===== src/rtl/game_state_ctrl.sv =====
// Penalty-game top FSM: mode select, link-settle gate, turn counter, sync TX byte; all outputs registered.
// Define AUTO_RETURN_EN to leave WINNER/LOSER automatically after HOLD_CYCLES without a click.
package game_pkg;
    typedef enum logic [2:0] {
        START   = 3'd0,
        KEEPER  = 3'd1,
        SHOOTER = 3'd2,
        WINNER  = 3'd3,
        LOSER   = 3'd4
    } g_state;
    typedef enum logic {
        MULTI = 1'b0,
        SOLO  = 1'b1
    } g_mode;
endpackage

module game_state_ctrl
    import game_pkg::*;
#(
    parameter int unsigned SYNC_CYCLES = 1_000_000,
    parameter int unsigned SYNC_W      = 21,
    parameter int unsigned RND_W       = 5,
    parameter int unsigned HOLD_CYCLES = 65_000_000,
    parameter int unsigned HOLD_W      = 27,
    parameter logic [7:0]  TX_LEFT     = 8'hC8,
    parameter logic [7:0]  TX_RIGHT    = 8'h28,
    parameter logic [7:0]  TX_START    = 8'h48,
    parameter logic [7:0]  TX_IDLE     = 8'h08
) (
    input  logic             clk,
    input  logic             rst,
    input  logic             left_clicked,
    input  logic             right_clicked,
    input  logic             solo_enable,
    input  logic             connect_corrected,
    input  logic             enemy_shooter,
    input  logic             game_starts,
    input  logic             match_end,
    input  logic             match_result,
    input  logic             end_gk,
    input  logic             end_sh,
    input  logic             back_to_start,
    output logic [7:0]       data_to_transmit,
    output g_state           game_state,
    output g_mode            game_mode,
    output logic [RND_W-1:0] round_cnt,
    output logic             state_changed
);
    localparam logic [SYNC_W-1:0] SYNC_MAX = SYNC_W'(SYNC_CYCLES);

    g_state            next_state;
    g_state            prev_state;
    logic              solo;
    logic              settled;
    logic              round_inc;
    logic              hold_done;
    logic [SYNC_W-1:0] settle_cnt;

`ifdef AUTO_RETURN_EN
    localparam logic [HOLD_W-1:0] HOLD_LAST = HOLD_W'(HOLD_CYCLES - 1);
    logic [HOLD_W-1:0] hold_cnt;
    assign hold_done = (hold_cnt == HOLD_LAST);
`else
    // No timer in this build; the expression only keeps the hold parameters referenced and is always 0.
    assign hold_done = (HOLD_W == 0) && (HOLD_CYCLES == 0);
`endif

    // In START the switch decides the mode immediately, so a click in the same cycle is honoured.
    always_comb begin
        solo       = (game_state == START) ? solo_enable : (game_mode == SOLO);
        settled    = (settle_cnt == SYNC_MAX);
        next_state = game_state;
        round_inc  = 1'b0;
        if (!solo && !connect_corrected) begin
            next_state = START;
        end else begin
            case (game_state)
                START: begin
                    if (solo) begin
                        if (left_clicked) next_state = KEEPER;
                    end else if (settled && game_starts) begin
                        next_state = enemy_shooter ? SHOOTER : KEEPER;
                    end
                end
                KEEPER: begin
                    if (match_end) begin
                        next_state = match_result ? WINNER : LOSER;
                        round_inc  = solo;
                    end else if (!solo && end_gk) begin
                        next_state = SHOOTER;
                        round_inc  = 1'b1;
                    end
                end
                SHOOTER: begin
                    if (solo) begin
                        next_state = START;
                    end else if (match_end) begin
                        next_state = match_result ? WINNER : LOSER;
                    end else if (end_sh) begin
                        next_state = KEEPER;
                        round_inc  = 1'b1;
                    end
                end
                WINNER, LOSER: begin
                    if (right_clicked || back_to_start || hold_done) next_state = START;
                end
                default: next_state = START;
            endcase
        end
    end

    always_ff @(posedge clk) begin
        if (!rst) begin
            game_state       <= START;
            prev_state       <= START;
            game_mode        <= MULTI;
            data_to_transmit <= 8'h00;
            round_cnt        <= '0;
            state_changed    <= 1'b0;
            settle_cnt       <= '0;
`ifdef AUTO_RETURN_EN
            hold_cnt         <= '0;
`endif
        end else begin
            game_state    <= next_state;
            prev_state    <= game_state;
            state_changed <= (game_state != prev_state);
            if (game_state == START) game_mode <= solo_enable ? SOLO : MULTI;

            if (next_state == START) begin
                round_cnt <= '0;
            end else if (round_inc && !(&round_cnt)) begin
                round_cnt <= round_cnt + 1'b1;
            end

            if (!solo && connect_corrected && (game_state == START)) begin
                if (!settled) settle_cnt <= settle_cnt + 1'b1;
            end else begin
                settle_cnt <= '0;
            end

`ifdef AUTO_RETURN_EN
            if (((game_state == WINNER) || (game_state == LOSER)) &&
                ((next_state == WINNER) || (next_state == LOSER))) begin
                hold_cnt <= hold_cnt + 1'b1;
            end else begin
                hold_cnt <= '0;
            end
`endif

            if (left_clicked)       data_to_transmit <= TX_LEFT;
            else if (right_clicked) data_to_transmit <= TX_RIGHT;
            else if (game_starts)   data_to_transmit <= TX_START;
            else                    data_to_transmit <= TX_IDLE;
        end
    end
endmodule


===== config.mk =====
export PLATFORM = sky130hd
export DESIGN_NAME = game_state_ctrl
export DESIGN_NICKNAME = d
export VERILOG_FILES = /design/src/rtl/game_state_ctrl.sv
export SDC_FILE = /design/constraint.sdc
export NUM_CORES = 1
export LEC_CHECK = 0
export ABC_AREA = 1
export BUFFER_PORTS_ARGS = -buffer_cell sky130_fd_sc_hd__buf_2
export CORE_MARGIN = 4
export CORE_UTILIZATION = 30
export DETAILED_ROUTE_END_ITERATION = 10
export SLEW_MARGIN = 20
export SYNTH_ARGS = -nofsm -noshare
export SYNTH_HDL_FRONTEND = slang
export SYNTH_SLANG_ARGS = --single-unit

===== constraint.sdc =====
create_clock -name clk -period 2.21 [get_ports clk]
set_clock_uncertainty 0.15 [all_clocks]
set_input_delay 0.221 -clock clk [delete_from_list [all_inputs] [get_ports clk]]
set_output_delay 0.221 -clock clk [all_outputs]
set_load 0.02 [all_outputs]

==> impl_results.md, run 1 <==
- Die area: 8533 um^2
- CP Data Required Time: 2.24 ns
- Sequential area share after synthesis: 35.62%
- Chip height: 92.38 um
- Antenna fix cells: 0
- TritonCTS clock tree: done
- Antenna Nets Post-Route: 0
- Worst vdd ir: 0.0002051 V
- FF-to-FF path depth: 11
- H-tree depth: 2
- RSZ-0062 raised after global routing: no
- Clock transition at the registers of the reported paths: 0.07 ns
- Synth cell types: 35
- Compound-Gate Fraction of Synth Area: 12.07%
- Area of the multi-input gates: 1107 um^2
- Pins Over Slew Limit: 0
- Max Cap Viol: 0
- Largest family of logic cells by synthesized area: simple AND/OR/NAND/NOR gates
- GRT Util Overall: 10.84%
- Syn Area/Cell: 7.072 um^2
- Power Density: 649.8 nW/um^2
- Synth Flop Type: dfxtp_1
- Worst Hold Class: primary input to flop
- Post-route minimum period: 1.942 ns
- Final Wtd Congestion: 0.8091
- CTS Buf Count: 5
- Nets: 351
- Global-route wire length before repair: 7.445 mm
- Setup bufs post-CTS: 0
- IO Count: 31
- Worst reg-to-reg setup slack: 0.27 ns
- CP max FO: 6
- Syn Inst Count: 302
- Chip width: 92.38 um
- Post-synthesis mux area share: 0%
- Worst hold slack: 0.02543 ns
- Grt ovf: 0
- Crit path launch: settle_cnt[0]
- Status: finished, final reports clean
- Fin crit share: 87.89%
- Syn. warnings: 0
- Post-DP HPWL: 3.334 mm
- Rows: 30
- Crit end category: flop
- Worst setup SP type: flop
- Setup TNS: 0 ns
- Hold Startpoint: right_clicked
- Initial Util: 31.09%
- Drt first pass iters: 4
- Clk root buf: clkbuf_8
- Worst setup path category: flop to flop
- Hold path cells: 3
- Vias after detailed routing: 1,867
- DRT Wirelength: 4.342 mm
- Fin. Hold Viols: 0
- Post-Synth Adder-Cell Area: 2.343%
- Number of global-route vias before repair: 1,634
- Fmax: 514.8 MHz
- Post-detailed-route wirelength per cell: 10.07 um
- Post-Synth XOR/XNOR Area: 2.871%
- Post-synthesis async set-or-reset flop share: 0%
- Largest net degree at the start of global routing: 14
- Register Area: 760.7 um^2
- Mapped cell area: 2136 um^2
- Number of remaining DRC errors: 0
- # clock sinks: 38
- Worst r2r src: settle_cnt[0]
- Post-synth EDFFs: 0
- Leakage power: 1.104 nW
- Routed vias/inst: 4.332
- CORE AREA: 6869 um^2
- Simple-gate share of the synthesized area: 33.86%
- CTS max path bufs: 2
- Fraction of layout cells with a size suffix above 1: 23.58%
- Critical Path AT: 1.97 ns
- Port Buffers: 26
- Skew-Pair Late Insertion Delay: 0.29 ns
- Setup-failing EPs final: 0
- Synth Register Bits: 38
- Hold EP: data_to_transmit[5]
- Antenna violations before repair: 0
- DR iter-0 viols: 50
- Area Overhead vs Synth: 16.46%
- R2R Path End: round_cnt[3]
- Post-CTS resize count: 0
- Fillers: 736
-- what timing repair did --
action	4_1_cts	5_1_grt
setup endpoints to repair	0	0
hold endpoints to repair	2	0
hold buffers	2	0
-- layout by cell type (no fill, tap or decap), drive strengths merged, types with 3 or more instances in the layout --
cell and count:
nor3 12, or2 4, nand2 66, buf 27
nor4 3, clkbuf 8, a21oi 24, ha 4
nand3 20, o21ai 15, nand4 3, inv 61
dfxtp 38, conb 4, xnor2 5, nor2 33
-- flip-flops by register name, indices dropped and copies added, names as in the netlist --
register / flops
settle_cnt: 21
round_cnt: 5
data_to_transmit: 4
game_state: 3
prev_state: 3
game_mode: 1
state_changed: 1
-- where the power goes --
part	total, mW	internal (mW)	switching, mW
registers	0.738	0.708	0.0296
clock network	0.559	0.315	0.244
logic	0.320	0.109	0.211
-- stage by stage --
step | utilization (%) | instance area (um^2) | worst slack, ns | cells | total power, mW
detailed placement | 34.32 | 2357 | 0.2797 | 421 | 1.074
floorplan | - | 2147 | 0.3798 | 305 | 1.006
global route | 36.21 | 2487 | 0.08662 | 431 | 1.703
finish | 36.21 | 2487 | 0.2676 | 431 | 1.616
CTS | 36.21 | 2487 | 0.2545 | 431 | 1.637
global placement | 34.32 | 2357 | 0.3520 | 421 | 1.070
-- area by class of cell --
type | count | area share, %
multi-input combinational | 199 | 44.52
sequential | 38 | 30.58
inverter | 61 | 9.306
timing repair buffer | 29 | 6.338
tap | 96 | 4.829
clock buffer | 8 | 4.427
-- per-layer routing --
layer / up-vias / GRT usage [%] / share of wire, %
met5: - / 0 / 0
met2: 39 / 15.83 / 43
li1: 1001 / - / -
met3: 6 / 3.656 / 5.6
met4: 0 / 3.960 / 1.6
met1: 821 / 14.76 / 50
-- cell usage after synthesis (2+ instances only) --
cell / count / area [um^2]
nor2_4: 2 / 22.52
nand3_2: 2 / 20.02
nor2_2: 5 / 31.28
a21oi_1: 18 / 90.09
nand3_1: 18 / 90.09
inv_1: 51 / 191.4
xor2_1: 2 / 17.52
inv_2: 9 / 33.78
a21oi_2: 6 / 52.55
nand4_1: 2 / 12.51
buf_2: 2 / 10.01
nor4_1: 2 / 12.51
nand2_4: 4 / 45.04
o21ai_0: 14 / 70.07
buf_4: 5 / 37.54
nand2_1: 58 / 217.7
nor3_2: 5 / 50.05
nor3_1: 7 / 35.03
xnor2_1: 5 / 43.79
or2_2: 3 / 18.77
dfxtp_1: 38 / 760.7
nand2_2: 3 / 18.77
ha_1: 4 / 50.05
nor2_1: 26 / 97.59
-- cells by family (layout without fill, tap and decap cells) --
logic type / count (synthesis) / after routing
buffers and inverters: 68 / 98
adders and majority gates: 4 / 4
and+or+nand+nor: 141 / 141
AOI/OAI and AO/OA: 43 / 43
DFF: 38 / 38
xor gates and xnor gates: 7 / 7
other: 1 / 4
-- critical path, cell delays in order (launching register included) --
cell and delay, ns:
dfxtp_1 0.32, inv_1 0.12, ha_1 0.17, nand2_1 0.05, nor2_1 0.13, nand3_1 0.14
nor2_4 0.16, nand3_2 0.09, nand3_1 0.11, nand2_1 0.09, o21bai_4 0.21, a21oi_2 0.08
-- worst max-delay path by stage --
stage,endpoint,slack [ns],depth (start not counted)
final,round_cnt[3],0.27,11
after detailed placement,round_cnt[3],0.28,11
after global placement,round_cnt[3],0.35,11
after global routing,round_cnt[3],0.09,11
after floorplan,round_cnt[0],0.38,11
after CTS,round_cnt[3],0.25,11
Power figures use the tool's default switching activity.
==> run 2: changes to the inputs <==
Settings changed: GPL_TIMING_DRIVEN set to 0.
==> run 2 against run 1 <==
Sequential power shrank 2%; worst setup slack got worse by 0.073 ns; first-iteration DRC count grew 54%; critical path type is now primary input to flop; critical endpoint is now settle_cnt[8].
==> impl_results.md, run 2 (synthesis gave the netlist of run 1 again) <==
- Hold Startpoint: right_clicked
- Skew-Pair Late Insertion Delay: 0.29 ns (about the same)
- Worst setup path category: primary input to flop
- Antenna fix cells: 0 (unchanged)
- Post-detailed-route wirelength per cell: 9.787 um (-2.8%)
- Number of global-route vias before repair: 1,693 (+3.6%)
- DR iter-0 viols: 77 (+54%)
- GRT Util Overall: 10.58% (-0.26 points)
- Grt ovf: 0 (unchanged)
- Nets: 357 (+1.7%)
- Largest net degree at the start of global routing: 13 (-1)
- Fillers: 730 (-0.82%)
- Clk root buf: clkbuf_8
- Post-CTS resize count: 0 (unchanged)
- CP Data Required Time: 2.26 ns (+0.02 ns)
- Die area: 8533 um^2 (unchanged)
- Power Density: 703.2 nW/um^2 (+8.2%)
- Rows: 30 (unchanged)
- Leakage power: 1.151 nW (+4.2%)
- Clock transition at the registers of the reported paths: 0.08 ns (about the same)
- IO Count: 31 (unchanged)
- Fraction of layout cells with a size suffix above 1: 24.93% (+1.3 points)
- Crit end category: flop
- Drt first pass iters: 4 (unchanged)
- CP max FO: 8 (+2)
- FF-to-FF path depth: 11 (unchanged)
- Biggest regs: settle_cnt: 21 flops, round_cnt: 5 flops, data_to_transmit: 4 flops
- Top reg by flops: settle_cnt
- RSZ-0062 raised after global routing: no
- CTS max path bufs: 2 (unchanged)
- Port Buffers: 26 (unchanged)
- Register Area: 760.7 um^2 (unchanged)
- DRT Wirelength: 4.277 mm (-1.5%)
- Setup bufs post-CTS: 0 (unchanged)
- Worst r2r src: settle_cnt[0]
- Worst reg-to-reg setup slack: 0.27 ns (about the same)
- CORE AREA: 6869 um^2 (unchanged)
- Hold EP: data_to_transmit[5]
- Global-route wire length before repair: 7.258 mm (-2.5%)
- Status: finished, final reports clean
- Worst Hold Class: primary input to flop
- Initial Util: 31.09% (unchanged)
- Critical Path AT: 2.07 ns (+0.10 ns)
- Fin. Hold Viols: 0 (unchanged)
- Area Overhead vs Synth: 19.86%
- # clock sinks: 38 (unchanged)
- Area of the multi-input gates: 1107 um^2 (unchanged)
- Fmax: 496.1 MHz (-3.6%)
- Setup-failing EPs final: 0 (unchanged)
- Setup TNS: 0 ns (unchanged)
- Largest register FFs: 21 (unchanged)
- Post-DP HPWL: 3.328 mm (-0.18%)
- Antenna Nets Post-Route: 0 (unchanged)
- Final core utilization: 37.27% (+1.1 points)
- Final WS setup: 0.1945 ns (-0.07314 ns)
- Vias after detailed routing: 1,865 (-0.11%)
- Hold path cells: 3 (unchanged)
- Routed vias/inst: 4.268 (-1.5%)
- CTS Buf Count: 5 (unchanged)
- R2R Path End: round_cnt[1]
- Number of remaining DRC errors: 0 (unchanged)
- Chip width: 92.38 um (unchanged)
- Post-route minimum period: 2.016 ns (+0.07314 ns)
- Final Wtd Congestion: 0.8037 (-0.67%)
- H-tree depth: 2 (unchanged)
- Max Cap Viol: 0 (unchanged)
- Pins Over Slew Limit: 0 (unchanged)
- Most frequent cells in the layout: nand2_1 (58), inv_1 (51), dfxtp_1 (38)
- Antenna violations before repair: 0 (unchanged)
- Most common cell after layout, fill and taps aside: nand2_1
- Fin crit share: 91.20% (+3.3 points)
- Chip height: 92.38 um (unchanged)
- Worst setup SP type: primary input
- Worst vdd ir: 0.0002723 V (+33%)
- Setup WS pre-CTS: 0.2727 ns (-0.007006 ns)
- TritonCTS clock tree: done
[run 2: final cells by class]
type                            count  share of cell area (%)
Multi-Input combinational cell    199                   43.25
Sequential cell                    38                   29.72
Inverter                           61                   9.042
Timing Repair Buffer               28                   5.865
Tap cell                           96                   4.692
Clock buffer                        6                   3.226
Clock inverter                      2                   2.346
Buffer                              7                   1.857
[run 2: worst max-delay path, stage by stage]
cell           delay (ns)
dlygate4sd3_1        0.52
buf_2                0.18
inv_1                0.12
nor4_2               0.45
inv_1                0.29
a211oi_1             0.29
[run 2: report_power, final]
part / total [mW] / internal, mW / switching, mW
Sequential: 0.723 / 0.708 / 0.0147
Combinational: 0.347 / 0.119 / 0.228
Clock: 0.731 / 0.482 / 0.249
Total: 1.80 / 1.31 / 0.492
[run 2: how the worst max path moves through the flow]
stage | start | end | slack, ns | depth (start not counted)
after floorplan | game_state[2] | round_cnt[0] | 0.38 | 11
after global placement | settle_cnt[0] | round_cnt[1] | 0.26 | 11
after detailed placement | settle_cnt[0] | round_cnt[2] | 0.27 | 11
after CTS | rst | settle_cnt[8] | 0.18 | 6
after global routing | rst | settle_cnt[8] | 0.04 | 6
final | rst | settle_cnt[8] | 0.19 | 6
[run 2: repair_timing]
| item | 4_1_cts | 5_1_grt |
|---|---|---|
| hold buffers | 2 | 0 |
| endpoints found under the hold margin | 2 | 0 |
| setup endpoints to repair | 0 | 0 |
[run 2: routing by layer]
layer  GRT usage (%)  vias to the layer above  routed length, um
met4           4.827                        0                 75
met3           3.168                        4                209
met2           16.44                       36               1901
li1                -                     1004                  -
met5               0                        -                  0
met1           13.44                      821               2090
[run 2: metrics by stage]
step | cells | total power, mW | hold slack [ns] | area (um^2)
6_report | 437 | 1.800 | 0.02930 | 2560
5_1_grt | 437 | 1.889 | 0.03251 | 2560
4_1_cts | 437 | 1.827 | 0.01566 | 2560
3_5_place_dp | 427 | 1.084 | 0.2819 | 2397
3_3_place_gp | 427 | 1.081 | 0.2764 | 2397
2_1_floorplan | 305 | 1.006 | 0.09872 | 2147
==> run 3: changes to the inputs <==
Settings changed: BUFFER_PORTS_ARGS -buffer_cell sky130_fd_sc_hd__buf_2 to -buffer_cell sky130_fd_sc_hd__clkbuf_2.
==> run 3 against run 2 <==
Wire length decreased by 0.58%; sequential share of layout area did not move; register-to-register slack barely moved; power shrank 0.16%; global-route usage down 0.22 points; clock power decreased by 0.5%; cell area unchanged; non-clock buffer count stayed put; sequential cell count did not move.
==> impl_results.md, run 3 (synthesis gave the netlist of run 1 again) <==
- Power Density: 702.1 nW/um^2 (-0.16%)
- Initial Util: 31.09% (unchanged)
- Pins Over Slew Limit: 0 (unchanged)
- Leakage power: 1.144 nW (-0.57%)
- Clk root buf: clkbuf_8
- DR iter-0 viols: 77 (unchanged)
- DP Cell Count: 427 (unchanged)
- Final core utilization: 37.27% (unchanged)
- Clock transition at the registers of the reported paths: 0.07 ns (about the same)
- Antenna violations before repair: 0 (unchanged)
- Max Cap Viol: 0 (unchanged)
- Worst reg-to-reg setup slack: 0.27 ns (about the same)
- Drt first pass iters: 4 (unchanged)
- Fillers: 731 (+0.14%)
- Worst hold slack: 0.01409 ns (-0.01522 ns)
- Fraction of layout cells with a size suffix above 1: 24.93% (unchanged)
- Fin crit share: 91.72% (+0.52 points)
- Status: finished, final reports clean
- CORE AREA: 6869 um^2 (unchanged)
- Biggest regs: settle_cnt: 21 flops, round_cnt: 5 flops, data_to_transmit: 4 flops
- CP most frequent cell: inv_1
- CTS Buf Count: 5 (unchanged)
- Rows: 30 (unchanged)
- Gate power share: 19.3% (about the same)
- Top reg by flops: settle_cnt
- # clock sinks: 38 (unchanged)
- CP max FO: 8 (unchanged)
- Fmax: 493.3 MHz (-0.57%)
- Flop pwr share: 40.3% (+0.2 points)
- Global-route wire length before repair: 7.210 mm (-0.66%)
- Vias after detailed routing: 1,874 (+0.48%)
- Pint: 1.308 mW (about the same)
- IO Count: 31 (unchanged)
- Antenna fix cells: 0 (unchanged)
- Sw Pwr: 489.6 uW (-0.48%)
- CP Data Required Time: 2.30 ns (+0.04 ns)
- DRT Wirelength: 4.252 mm (-0.58%)
- TritonCTS clock tree: done
- CTS max path bufs: 2 (unchanged)
- Chip height: 92.38 um (unchanged)
- Post-DP Area: 2397 um^2 (unchanged)
- Worst setup SP type: primary input
- Final Wtd Congestion: 0.7989 (-0.60%)
- Nets: 357 (unchanged)
- Post-route minimum period: 2.027 ns (+0.01147 ns)
- Post-CTS resize count: 0 (unchanged)
- Worst Max-Slew Pin Slew: 0.4885 ns
- Slew HR: 67.16%
- Skew-Pair Late Insertion Delay: 0.29 ns (about the same)
- Area Overhead vs Synth: 19.86% (unchanged)
- Largest net degree at the start of global routing: 13 (unchanged)
- CP Cell Sequence: dlygate4sd3_1, clkbuf_2, inv_1, nor4_2, inv_1, a21oi_1, o21a_1
- Die area: 8533 um^2 (unchanged)
- Routed vias/inst: 4.288 (+0.48%)
- Post-route cell area: 2560 um^2 (unchanged)
- Post-detailed-route wirelength per cell: 9.730 um (-0.58%)
- RSZ-0062 raised after global routing: no
- Worst vdd ir: 0.0002237 V (-18%)
- Port Buffers: 26 (unchanged)
- Most common cell after layout, fill and taps aside: nand2_1
- H-tree depth: 2 (unchanged)
- Max stage delay on crit path: 0.52 ns (about the same)
- GRT Util Overall: 10.36% (-0.22 points)
- Largest register FFs: 21 (unchanged)
- Setup TNS: 0 ns (unchanged)
- Worst path slowest cell: dlygate4sd3_1
- Chip width: 92.38 um (unchanged)
- Crit end category: flop
- Critical Path AT: 2.12 ns (+0.05 ns)
- Setup-failing EPs final: 0 (unchanged)
- Antenna Nets Post-Route: 0 (unchanged)
- Clk pwr share: 40.4% (-0.2 points)
- Setup bufs post-CTS: 0 (unchanged)
- Number of remaining DRC errors: 0 (unchanged)
- Sw Ratio: 27.24% (-0.087 points)
- Fin. Hold Viols: 0 (unchanged)
- Most frequent cells in the layout: nand2_1 (58), inv_1 (51), dfxtp_1 (38)
- Grt ovf: 0 (unchanged)
- Post-DP HPWL: 3.281 mm (-1.4%)
- Number of global-route vias before repair: 1,647 (-2.7%)
- Worst Hold Class: primary input to flop
- Post-route insts no fill: 437 (unchanged)
- Worst setup path category: primary input to flop
run 3: metal layers:
metal | share of wire (%) | track usage [%] | vias up
li1 | - | - | 1007
met1 | 50 | 13.28 | 824
met2 | 44 | 16.37 | 37
met3 | 4.4 | 2.681 | 6
met4 | 2.0 | 4.455 | 0
met5 | 0 | 0 | -
run 3: repair_timing:
| item | CTS | global route |
|---|---|---|
| setup endpoints to repair | 0 | 0 |
| endpoints found under the hold margin | 2 | 0 |
| hold buffers | 2 | 0 |
run 3: power groups by stage:
stage / sequential (mW) / clock [mW] / combinational (mW)
floorplan: 0.761 / 0 / 0.245
global placement: 0.740 / 0 / 0.342
detailed placement: 0.740 / 0 / 0.345
CTS: 0.724 / 0.753 / 0.349
global route: 0.726 / 0.771 / 0.384
finish: 0.724 / 0.727 / 0.347
run 3: area by class of cell:
| cell class | count | area [um^2] | area share [%] |
|---|---|---|---|
| plain buffers | 7 | 47.55 | 1.857 |
| clock buffers | 6 | 82.58 | 3.226 |
| clock inverters | 2 | 60.06 | 2.346 |
| inverters | 61 | 231.5 | 9.042 |
| multi-input cells | 199 | 1107 | 43.25 |
| flip-flops and latches | 38 | 760.7 | 29.72 |
| well taps | 96 | 120.1 | 4.692 |
| repair buffers | 28 | 150.1 | 5.865 |
run 3: worst max-delay path: cells and delay by family:
kind	cells	cell delay (ns)
buffers and inverters	4	1.13
AND/OR/NAND/NOR	1	0.45
AO/OA/AOI/OAI	2	0.31
run 3: final timing paths:
| kind | startpoint | to | cells after the start |
|---|---|---|---|
| max | rst | settle_cnt[19] | 7 |
| min | right_clicked | data_to_transmit[5] | 3 |
| min reg2reg | settle_cnt[18] | settle_cnt[18] | 2 |
| max reg2reg | settle_cnt[0] | round_cnt[1] | 11 |
run 3: through the flow:
step	worst slack (ns)	power, mW
after detailed placement	0.2575	1.085
after CTS	0.1727	1.826
after global routing	0.002611	1.881
final	0.1830	1.797
after floorplan	0.3798	1.006
after global placement	0.2613	1.081
